**src/rtl/bmp_stream_writer_if.sv**
```systemverilog
`default_nettype none
// ============================================================================
//  Module   : bmp_stream_writer_if
//  Purpose  : Bundles the BMP framer's control, pixel-FIFO read side and
//             byte-FIFO write side into one port.
//  Signals  : start     - one-cycle frame request
//             in_dout   - pixel at head of input FIFO (FWFT)
//             in_empty  - input FIFO empty
//             in_rd_en  - input FIFO pop
//             out_din   - byte to output FIFO
//             out_wr_en - output FIFO write strobe
//             out_full  - output FIFO full
//             busy      - frame in progress
//             done      - end-of-frame pulse
//  Modports : master - the framer; slave - its environment
//  Revision : 1.0 - initial release
// ============================================================================
interface bmp_stream_writer_if;
    logic        start;
    logic [23:0] in_dout;
    logic        in_empty;
    logic        in_rd_en;
    logic [7:0]  out_din;
    logic        out_wr_en;
    logic        out_full;
    logic        busy;
    logic        done;

    modport master (
        input  start, in_dout, in_empty, out_full,
        output in_rd_en, out_din, out_wr_en, busy, done
    );

    modport slave (
        output start, in_dout, in_empty, out_full,
        input  in_rd_en, out_din, out_wr_en, busy, done
    );
endinterface
`default_nettype wire

```
**src/rtl/bmp_stream_writer.sv**
```systemverilog
`default_nettype none
// ============================================================================
//  Module   : bmp_stream_writer
//  Purpose  : BMP framer. Emits a 54-byte BMP header built from parameters,
//             then pops 24-bit pixels from an FWFT FIFO and serializes them
//             LSB byte first into a byte FIFO, zero-padding every row to a
//             4-byte stride.
//  Ports    : clock - rising-edge clock
//             reset - synchronous, active-low reset
//             bus   - bmp_stream_writer_if.master (start, pixel FIFO read
//                     side, byte FIFO write side, busy, done)
//  Revision : 1.0 - initial release
// ============================================================================
module bmp_stream_writer #(
    parameter int unsigned BMP_WIDTH  = 720,
    parameter int unsigned BMP_HEIGHT = 540,
    parameter int unsigned DWIDTH     = 24,
    parameter int unsigned PPM        = 2835
) (
    input  wire logic           clock,
    input  wire logic           reset,
    bmp_stream_writer_if.master bus
);

    // ------------------------------------------------------------------
    // Frame geometry
    // ------------------------------------------------------------------
    localparam logic [31:0] c_ROW_BYTES = 32'(3 * BMP_WIDTH);
    localparam logic [31:0] c_STRIDE    = (c_ROW_BYTES + 32'd3) & ~32'd3;
    localparam logic [31:0] c_PAD       = c_STRIDE - c_ROW_BYTES;
    localparam logic [31:0] c_IMG_SIZE  = c_STRIDE * 32'(BMP_HEIGHT);
    localparam logic [31:0] c_FILE_SIZE = 32'd54 + c_IMG_SIZE;

    localparam logic [5:0]  c_HDR_LAST  = 6'd53;
    localparam logic [5:0]  c_PAD_LAST  = (c_PAD == 32'd0) ? 6'd0 : 6'(c_PAD - 32'd1);
    localparam logic [11:0] c_COL_LAST  = 12'(BMP_WIDTH - 1);
    localparam logic [11:0] c_ROWS      = 12'(BMP_HEIGHT);

    // Header image: byte i lives at bits [8*i +: 8], so every 32/16-bit
    // field placed here lands little-endian in the byte stream.
    localparam logic [431:0] c_HEADER = {
        32'd0,              // 50..53 important colours
        32'd0,              // 46..49 palette colours
        32'(PPM),           // 42..45 vertical resolution
        32'(PPM),           // 38..41 horizontal resolution
        c_IMG_SIZE,         // 34..37 image size
        32'd0,              // 30..33 compression
        16'd24,             // 28..29 bits per pixel
        16'd1,              // 26..27 planes
        32'(BMP_HEIGHT),    // 22..25 height (positive: bottom-up)
        32'(BMP_WIDTH),     // 18..21 width
        32'd40,             // 14..17 info header size
        32'd54,             // 10..13 pixel data offset
        32'd0,              //  6..9  reserved
        c_FILE_SIZE,        //  2..5  file size
        8'h4D, 8'h42        //  0..1  "BM"
    };

    // ------------------------------------------------------------------
    // State encoding
    // ------------------------------------------------------------------
    localparam logic [2:0] c_ST_IDLE   = 3'd0;
    localparam logic [2:0] c_ST_HEADER = 3'd1;
    localparam logic [2:0] c_ST_LOAD   = 3'd2;
    localparam logic [2:0] c_ST_EMIT   = 3'd3;
    localparam logic [2:0] c_ST_PAD    = 3'd4;
    localparam logic [2:0] c_ST_FINISH = 3'd5;

    logic [2:0]        r_state, w_state_nxt;
    logic [5:0]        r_idx,   w_idx_nxt;   // header byte / pixel byte / pad byte
    logic [11:0]       r_col,   w_col_nxt;
    logic [11:0]       r_row,   w_row_nxt;
    logic [DWIDTH-1:0] r_pix,   w_pix_nxt;

    logic       w_wr_en;
    logic       w_rd_en;
    logic [7:0] w_din;
    logic       w_busy;
    logic       w_done;
    logic       w_row_end;

    // ------------------------------------------------------------------
    // Next-state and output decode
    // ------------------------------------------------------------------
    always_comb begin
        w_state_nxt = r_state;
        w_idx_nxt   = r_idx;
        w_col_nxt   = r_col;
        w_row_nxt   = r_row;
        w_pix_nxt   = r_pix;
        w_wr_en     = 1'b0;
        w_rd_en     = 1'b0;
        w_din       = 8'h00;
        w_busy      = 1'b0;
        w_done      = 1'b0;
        w_row_end   = 1'b0;

        case (r_state)
            c_ST_IDLE: begin
                if (bus.start) begin
                    w_state_nxt = c_ST_HEADER;
                    w_idx_nxt   = 6'd0;
                    w_col_nxt   = 12'd0;
                    w_row_nxt   = 12'd0;
                end
            end

            c_ST_HEADER: begin
                w_busy  = 1'b1;
                w_din   = c_HEADER[{r_idx, 3'b000} +: 8];
                w_wr_en = ~bus.out_full;
                if (w_wr_en) begin
                    if (r_idx == c_HDR_LAST) begin
                        w_idx_nxt   = 6'd0;
                        w_state_nxt = c_ST_LOAD;
                    end else begin
                        w_idx_nxt = r_idx + 6'd1;
                    end
                end
            end

            // No output write here, so a pop goes ahead even when the
            // output FIFO is full.
            c_ST_LOAD: begin
                w_busy  = 1'b1;
                w_rd_en = ~bus.in_empty;
                if (w_rd_en) begin
                    w_pix_nxt   = bus.in_dout;
                    w_idx_nxt   = 6'd0;
                    w_state_nxt = c_ST_EMIT;
                end
            end

            c_ST_EMIT: begin
                w_busy = 1'b1;
                case (r_idx[1:0])
                    2'd0:    w_din = r_pix[7:0];
                    2'd1:    w_din = r_pix[15:8];
                    default: w_din = r_pix[23:16];
                endcase
                w_wr_en = ~bus.out_full;
                if (w_wr_en) begin
                    if (r_idx == 6'd2) begin
                        w_idx_nxt = 6'd0;
                        if (r_col == c_COL_LAST) begin
                            w_col_nxt = 12'd0;
                            if (c_PAD != 32'd0) begin
                                w_state_nxt = c_ST_PAD;
                            end else begin
                                w_row_end = 1'b1;
                            end
                        end else begin
                            w_col_nxt   = r_col + 12'd1;
                            w_state_nxt = c_ST_LOAD;
                        end
                    end else begin
                        w_idx_nxt = r_idx + 6'd1;
                    end
                end
            end

            c_ST_PAD: begin
                w_busy  = 1'b1;
                w_wr_en = ~bus.out_full;
                if (w_wr_en) begin
                    if (r_idx == c_PAD_LAST) begin
                        w_idx_nxt = 6'd0;
                        w_row_end = 1'b1;
                    end else begin
                        w_idx_nxt = r_idx + 6'd1;
                    end
                end
            end

            c_ST_FINISH: begin
                w_done      = 1'b1;
                w_state_nxt = c_ST_IDLE;
            end

            default: begin
                w_state_nxt = c_ST_IDLE;
            end
        endcase

        // Shared end-of-row step, reached from EMIT (no padding) or PAD.
        if (w_row_end) begin
            w_row_nxt   = r_row + 12'd1;
            w_state_nxt = ((r_row + 12'd1) == c_ROWS) ? c_ST_FINISH : c_ST_LOAD;
        end
    end

    // ------------------------------------------------------------------
    // State register
    // ------------------------------------------------------------------
    always_ff @(posedge clock) begin
        if (!reset) begin
            r_state <= c_ST_IDLE;
            r_idx   <= 6'd0;
            r_col   <= 12'd0;
            r_row   <= 12'd0;
            r_pix   <= '0;
        end else begin
            r_state <= w_state_nxt;
            r_idx   <= w_idx_nxt;
            r_col   <= w_col_nxt;
            r_row   <= w_row_nxt;
            r_pix   <= w_pix_nxt;
        end
    end

    assign bus.out_wr_en = w_wr_en;
    assign bus.out_din   = w_din;
    assign bus.in_rd_en  = w_rd_en;
    assign bus.busy      = w_busy;
    assign bus.done      = w_done;

endmodule
`default_nettype wire
```
**src/flat_wrapper.sv**
```systemverilog
// flat-port wrapper written by rule: the top's interface ports become plain ports
module bmp_stream_writer_flat 
#(
    parameter int unsigned BMP_WIDTH  = 720,
    parameter int unsigned BMP_HEIGHT = 540,
    parameter int unsigned DWIDTH     = 24,
    parameter int unsigned PPM        = 2835
)
  (clock, reset, bus_start, bus_in_dout, bus_in_empty, bus_out_full, bus_in_rd_en, bus_out_din, bus_out_wr_en, bus_busy, bus_done);
  bmp_stream_writer_if bus_i ();
  input  wire logic clock;
  input  wire logic reset;
  input wire logic [$bits(bus_i.start)-1:0] bus_start;
  input wire logic [$bits(bus_i.in_dout)-1:0] bus_in_dout;
  input wire logic [$bits(bus_i.in_empty)-1:0] bus_in_empty;
  input wire logic [$bits(bus_i.out_full)-1:0] bus_out_full;
  output wire logic [$bits(bus_i.in_rd_en)-1:0] bus_in_rd_en;
  output wire logic [$bits(bus_i.out_din)-1:0] bus_out_din;
  output wire logic [$bits(bus_i.out_wr_en)-1:0] bus_out_wr_en;
  output wire logic [$bits(bus_i.busy)-1:0] bus_busy;
  output wire logic [$bits(bus_i.done)-1:0] bus_done;
  assign bus_i.start = bus_start;
  assign bus_i.in_dout = bus_in_dout;
  assign bus_i.in_empty = bus_in_empty;
  assign bus_i.out_full = bus_out_full;
  assign bus_in_rd_en = bus_i.in_rd_en;
  assign bus_out_din = bus_i.out_din;
  assign bus_out_wr_en = bus_i.out_wr_en;
  assign bus_busy = bus_i.busy;
  assign bus_done = bus_i.done;
  bmp_stream_writer #(.BMP_WIDTH(BMP_WIDTH), .BMP_HEIGHT(BMP_HEIGHT), .DWIDTH(DWIDTH), .PPM(PPM)) u_core (.clock(clock), .reset(reset), .bus(bus_i));
endmodule
```
**config.mk**
```make
export PLATFORM = sky130hd
export DESIGN_NAME = bmp_stream_writer_flat
export DESIGN_NICKNAME = d
export VERILOG_FILES = /design/src/rtl/bmp_stream_writer_if.sv /design/src/rtl/bmp_stream_writer.sv /design/src/flat_wrapper.sv
export SDC_FILE = /design/constraint.sdc
export NUM_CORES = 1
export LEC_CHECK = 0
export ABC_AREA = 1
export BUFFER_PORTS_ARGS = -buffer_cell sky130_fd_sc_hd__buf_4
export CAP_MARGIN = 5
export CORE_ASPECT_RATIO = 1.75
export CORE_MARGIN = 5
export CORE_UTILIZATION = 35
export CTS_BUF_LIST = sky130_fd_sc_hd__clkbuf_2
export DETAILED_ROUTE_END_ITERATION = 6
export MAX_ROUTING_LAYER = met4
export PLACE_DENSITY_LB_ADDON = 0.08
export SETUP_SLACK_MARGIN = 0.5
export SYNTH_ARGS = -nofsm -noshare
export SYNTH_HDL_FRONTEND = slang
export SYNTH_SLANG_ARGS = --single-unit
```
**constraint.sdc**
```tcl
create_clock -name clock -period 2.4 [get_ports clock]
set_clock_uncertainty 0.15 [all_clocks]
set_input_delay 0.48 -clock clock [delete_from_list [all_inputs] [get_ports clock]]
set_output_delay 0.48 -clock clock [all_outputs]
set_load 0.02 [all_outputs]
```
==> impl_metrics.tcl, run 1 <==
set metrics [dict create \
    worst_setup_slack_after_placement_ns 0.0484 \
    clockRootBuffer "clkbuf_2" \
    netlist-cell-type-count 41 \
    ir_drop_mv 0.368 \
    dr_total_vias 3842 \
    yosys.area.top_type "dfxtp_1" \
    first_pass_grt_wire_length_mm 18.0 \
    finish.net_count 653 \
    cts.htree.levels 3 \
    ys_warn_count 0 \
    crit-reg2reg-launch "u_core.r_idx[0]" \
    fraction_of_final_layout_cells_sized_beyond_drive_strength_1 0.419 \
    numCtsBuffers 9 \
    synth_cells 526 \
    min_period_over_period 1.08 \
    count_of_nets_left_with_antenna_violations_after_detail_routing 0 \
    syn-num-nets 564 \
    cts.clk_slew.worst_paths_ns 0.15 \
    fill_cells 961 \
    area_growth_syn_to_layout_pct 48.3 \
    detail_route.wl_per_cell_um 15.9 \
    critical_path_buf_inv_count 3 \
    tritoncts_sinks 57 \
    tightestPinTransition_ns 1.14 \
    grt_start_max_net_pins 41 \
    run_status "finished, violations left" \
    timing.critical_path.to_type "output port" \
    cells_along_the_critical_path "inv_6 -> ha_4 -> inv_4 -> nor2_4 -> nand2_2 -> o211ai_1 -> a21oi_2 -> o32ai_2 -> buf_4" \
    total_leakage_power_uw 0.00205 \
    grt_use_total 0.195 \
    totalWireLength_mm 11.8 \
    viasPerCell 5.17 \
    die_area_sq_mm 0.0121 \
    final_setup_vio_count 8 \
    cts_tree "yes" \
    place.port_buffers 40 \
    ys_ff_latch 57 \
    crit_type "reg -> out" \
    synth_seq_area_share 0.328 \
    grt.overflow.total 0 \
    core_area_sq_mm 0.00979 \
    start_util 0.355 \
    rows 48 \
    critical-path-slowest-cell "dfxtp_4" \
    failed_checks "setup timing" \
    floorplan.die.width_um 85.3 \
    drt_iter0_drc 153 \
    power.density_mw_per_mm2 729 \
    finalHoldViolations 0 \
    firstDrtPassIters 6 \
    grt_pass1_vias 3727 \
    timing.critical_path.required_ns 1.77 \
    worst_ep_arrival_time_ns 1.96 \
    die_height_um 142 \
    setup_ws_ns -0.193 \
    clkLatencyLatePin_ns 0.49 \
    finalCriticalPeriod_ns 2.59 \
    slew_headroom 0.236 \
    post_synth.cell_area_avg_sq_um 6.61 \
    cpLargestDelayFamily "compound AO/OA/AOI/OAI gates" \
    critical_path.max_fanout 6 \
    num_io_pins 41 \
    number_of_antenna_diodes 0 \
    worstSetupStartpointType "register" \
    globalplace.congestion 0.931 \
    grt_setup_unrepaired "true" \
    drc 0 \
    hold_path_class "in -> reg" \
    slew_violations 0 \
    finish.utilization 0.526 \
    final_sum_of_negative_setup_slack_ns -1.17 \
    post-synth-top-area-fraction 0.328 \
    hpwl_mm 8.27 \
    clockBufferDepth 2 \
    antenna_found_initial 0 \
    max_freq_ghz 0.386 \
    timing.hold.worst.start "bus_in_dout[16]" \
    crit_start "u_core.r_idx[0]" \
    synth.cell_area_sq_mm 0.00347 \
    post_synth_main_area_contributors "dfxtp_1 33%, nand2_1 11%, a21oi_1 8.5%, inv_1 6.6%, nor2_1 6.5%" \
    max_cap_violations 0 \
    worst_path_largest_cell_delay_ns 0.39 \
]
## cells in the mapped netlist
master / number
a211oi_1: 6
nand3_2: 1
o211ai_1: 7
nor2_4: 5
o211a_1: 1
nand3_1: 26
xor2_1: 3
nand3b_1: 1
a2bb2oi_1: 1
a21oi_1: 59
nor3_1: 11
a32oi_1: 1
dfxtp_1: 57
buf_4: 1
clkbuf_1: 11
o21ai_1: 3
o221ai_1: 1
nor2_8: 1
nor4_1: 1
nand2_1: 102
nor2_2: 3
nand2_2: 4
o32ai_1: 1
a21oi_2: 1
nor3b_1: 1
a21oi_4: 1
o31ai_1: 2
o22ai_1: 11
inv_1: 61
nand4_1: 9
ha_1: 9
o21a_1: 1
o21ai_2: 2
clkinv_1: 2
buf_6: 4
o2111ai_1: 2
a31oi_1: 1
nor2_1: 60
inv_2: 10
o21ai_0: 40
o21bai_1: 2
## worst register-to-register path, cell delays in order, from the launching register on
cell	delay, ns
dfxtp_4	0.39
inv_6	0.08
ha_4	0.16
buf_4	0.11
buf_6	0.10
nand3_4	0.08
inv_4	0.07
nand2_4	0.06
a21oi_4	0.20
clkinv_4	0.10
nor2_4	0.19
o211ai_1	0.12
a21oi_1	0.16
## stage by stage
stage                     hold slack, ns  area (sq um)  std cells  total power, uW
after detailed placement           0.300          3980        686             2370
after global placement             0.296          3980        686             2380
final                             0.0678          5150        743             3760
after CTS                         0.0170          4520        723             3320
after floorplan                    0.280          3540        526             2020
after global routing              0.0264          5150        743             4000
## layout make-up
type | instances | area [sq um] | area share
repair inverters | 1 | 6.26 | 0.00121
multi-input cells | 380 | 2570 | 0.498
repair buffers | 93 | 822 | 0.160
inverters | 73 | 332 | 0.0644
clock inverters | 5 | 48.8 | 0.00947
flip-flops and latches | 57 | 1180 | 0.228
well taps | 125 | 156 | 0.0304
clock buffers | 9 | 45.0 | 0.00874
## worst paths after layout
check	cells after the start	slack [ns]	to
worst min-delay path	3	0.07	u_core.r_pix[16]
worst max register to register	12	0.35	u_core.r_col[9]
worst min register to register	2	0.33	u_core.r_pix[1]
worst max-delay path	9	-0.19	bus_out_din[2]
## cell usage in the layout (no fill, tap or decap), types with 3 or more instances in the layout
cell,instances
inv_6,4
inv_1,53
nor3_1,7
nand3_2,3
o22ai_1,5
a21oi_2,29
a21oi_4,3
nand2_1,74
dfxtp_2,10
xor2_1,3
o21ai_1,9
dfxtp_1,41
a211oi_1,6
nand2_4,15
buf_4,65
inv_2,7
o22ai_2,6
clkbuf_2,9
o21ai_2,10
nand3_1,22
o21ai_0,26
nor2_2,5
ha_4,6
nand2_2,16
nor2_1,49
nor2_4,14
clkinv_2,3
inv_4,6
o211ai_1,7
nand4_1,9
dfxtp_4,6
a21oi_1,29
dlygate4sd3_1,5
buf_6,19
## state kept, by name, indices dropped and copies added, names as in the netlist
signal and cells:
u_core.r_pix 24, u_core.r_state 3, u_core.r_row 12, u_core.r_idx 6, u_core.r_col 12
## kinds of logic (layout without fill, tap and decap cells)
group	after synthesis	in the layout	synth area share
compound gates	143	143	0.238
xor+xnor	3	3	0.00756
fa+ha+maj	9	9	0.0324
buf+inv	89	181	0.106
flops	57	57	0.328
simple gates	225	225	0.288
## power by group
| group | switching (uW) | internal (uW) | total, uW |
|---|---|---|---|
| registers | 69.3 | 1050 | 1120 |
| logic | 1180 | 875 | 2050 |
| clock network | 364 | 221 | 585 |
## layer usage
layer,vias to the layer above,track usage,wire (um)
met5,-,-,0
met4,0,0.0984,459
met3,33,0.0389,358
met2,96,0.359,6600
met1,1769,0.190,4370
li1,1944,-,-
## timing repair
| action | in CTS | in global routing |
|---|---|---|
| pin swaps | 12 | 38 |
| endpoints found under the hold margin | 5 | 0 |
| cloned | 1 | 1 |
| gates resized for setup | 77 | 138 |
| setup buffers | 17 | 19 |
| endpoints found under the setup margin | 59 | 41 |
| hold buffers | 5 | 0 |
Power figures use the tool's default switching activity.
==> run 2, diff against run 1 <==
CELL_PAD_IN_SITES_DETAIL_PLACEMENT = 1   (was unset)
CELL_PAD_IN_SITES_GLOBAL_PLACEMENT = 1   (was unset)
==> impl_metrics.tcl, run 2 (synthesis gave the netlist of run 1 again) <==
set metrics [dict create \
    setup_ws_ns -0.384 \
    dr_total_vias 4155 \
    drt_iter0_drc 166 \
    core_area_sq_mm 0.00979 \
    crit_type "reg -> out" \
    timing.critical_path.required_ns 1.77 \
    clockRootBuffer "clkbuf_2" \
    sw_frac_of_total 0.432 \
    max_cap_violations 0 \
    final_sum_of_negative_setup_slack_ns -2.90 \
    final_setup_vio_count 10 \
    share_clk_of_total_power 0.194 \
    routed-wl-met3_um 410 \
    hpwl_mm 9.12 \
    critical_path.max_fanout 5 \
    first_pass_grt_wire_length_mm 21.4 \
    ff_to_ff_setup_slack_ns -0.06 \
    metal2_wl_mm 7.96 \
    rows 48 \
    wirelength_met1_mm 4.83 \
    placedCellCount 684 \
    grt.overflow.total 0 \
    worst_path_largest_cell_delay_ns 0.45 \
    registers_with_the_most_flip_flops "u_core.r_pix x24, u_core.r_col x12, u_core.r_row x12" \
    finalCriticalPeriod_ns 2.78 \
    die_area_sq_mm 0.0121 \
    cts_tree "yes" \
    power.density_mw_per_mm2 791 \
    firstDrtPassIters 5 \
    grt_start_max_net_pins 41 \
    power.share.combinational 0.539 \
    pwr-share-seq 0.267 \
    run_status "finished, violations left" \
    worstSetupStartpointType "register" \
    num_io_pins 41 \
    ff2ff_path_depth 16 \
    floorplan.die.width_um 85.3 \
    design_area_sq_mm 0.00535 \
    grt_use_total 0.233 \
    detail_route.wl_per_cell_um 18.5 \
    p_switching_uw 1830 \
    clockBufferDepth 2 \
    finalHoldViolations 0 \
    finish.cell_count_without_fillers 754 \
    cells_along_the_critical_path "buf_6 -> ha_4 -> buf_12 -> clkinvlp_4 -> o22ai_2 -> a21oi_1 -> o21ai_2 -> buf_6" \
    tightestPinTransition_ns 1.01 \
    start_util 0.355 \
    numCtsBuffers 9 \
    ir_drop_mv 0.431 \
    crit-reg2reg-launch "u_core.r_idx[0]" \
    final_cell_mix "77 x nand2_1, 55 x buf_4, 54 x inv_1, 50 x nor2_1, 42 x dfxtp_1" \
    grt_setup_unrepaired "true" \
    slew_headroom 0.328 \
    hold_path_class "in -> reg" \
    registers.top_by_ff_count "u_core.r_pix" \
    viasPerCell 5.51 \
    worst_ep_arrival_time_ns 2.15 \
    fill_cells 1211 \
    highest-signal-layer "met4" \
    place.port_buffers 40 \
    worst_setup_slack_after_placement_ns 0.0146 \
    tritoncts_sinks 57 \
    globalplace.congestion 0.963 \
    finish.utilization 0.547 \
    largest_register_ffs 24 \
    layout_commonest_cell "nand2_1" \
    grt_pass1_vias 4380 \
    clkLatencyLatePin_ns 0.57 \
    critical_path.endpoint "bus_out_din[1]" \
    antenna_found_initial 1 \
    cts.clk_slew.worst_paths_ns 0.23 \
    drc 0 \
    critical-path-slowest-cell "dfxtp_4" \
    finish.net_count 661 \
    timing.rr.end "u_core.r_state[0]" \
    placed_cell_area_sq_mm 0.00397 \
    slew_violations 0 \
    cts.htree.levels 3 \
    min_period_over_period 1.16 \
    timing.critical_path.to_type "output port" \
    crit_start "u_core.r_idx[0]" \
    fraction_of_final_layout_cells_sized_beyond_drive_strength_1 0.404 \
    path_common_cell "buf_6" \
    max_freq_ghz 0.359 \
    area_growth_syn_to_layout_pct 54.0 \
    power.internal_uw 2400 \
    failed_checks "setup timing" \
    total_leakage_power_uw 0.00211 \
    die_height_um 142 \
    totalWireLength_mm 13.9 \
    count_of_nets_left_with_antenna_violations_after_detail_routing 0 \
]
==> run 2: repair_timing <==
action | CTS | global route
hold endpoints to repair | 8 | 1
pin swaps | 50 | 18
hold buffers | 8 | 1
setup buffers | 34 | 5
endpoints found under the setup margin | 62 | 50
resized for setup | 129 | 80
gates cloned | 5 | 0
==> run 2: how the worst min path moves through the flow <==
stage | to | slack, ns | from | cells past startpoint
after detailed placement | u_core.r_pix[12] | 0.30 | u_core.r_pix[12] | 2
final | u_core.r_pix[5] | 0.01 | bus_in_dout[5] | 3
after floorplan | u_core.r_pix[0] | 0.28 | u_core.r_pix[0] | 2
after global placement | u_core.r_pix[13] | 0.29 | u_core.r_pix[13] | 2
after global routing | u_core.r_pix[8] | 0.006 | bus_in_dout[8] | 3
after CTS | u_core.r_pix[8] | 0.001 | bus_in_dout[8] | 3
==> run 2: critical path, delay by kind of cell (launching register included) <==
family,cells,cell delay [ns]
fa+ha+maj,1,0.18
buf+inv,4,0.53
flops,1,0.45
compound gates,3,0.42
==> run 2: layout make-up <==
| type | count | area, sq um | share of cell area |
|---|---|---|---|
| multi-input combinational | 380 | 2550 | 0.477 |
| timing repair inverter | 2 | 16.3 | 0.00304 |
| tap | 125 | 156 | 0.0292 |
| timing repair buffer | 100 | 976 | 0.182 |
| antenna | 1 | 2.50 | 0.000468 |
| inverter | 73 | 323 | 0.0603 |
| sequential | 57 | 1180 | 0.220 |
| clock buffer | 9 | 45.0 | 0.00842 |
| clock inverter | 7 | 101 | 0.0189 |
==> run 2: metal layers <==
layer	vias to the layer above	GRT usage
li1	1959	-
met4	0	0.128
met1	2033	0.218
met2	109	0.443
met3	54	0.0320
met5	-	-
==> run 2: metrics by stage <==
| stage | power, uW | hold slack, ns |
|---|---|---|
| 4_1_cts | 4050 | 0.00127 |
| 3_5_place_dp | 2420 | 0.301 |
| 5_1_grt | 4450 | 0.00614 |
| 6_report | 4230 | 0.0141 |
| 2_1_floorplan | 2020 | 0.280 |
| 3_3_place_gp | 2410 | 0.290 |
==> run 2: power groups by stage <==
stage	clock (uW)	sequential [uW]	combinational, uW
3_3_place_gp	0	1120	1280
6_report	821	1130	2280
5_1_grt	874	1140	2440
3_5_place_dp	0	1120	1300
2_1_floorplan	0	1110	910
4_1_cts	837	1120	2090
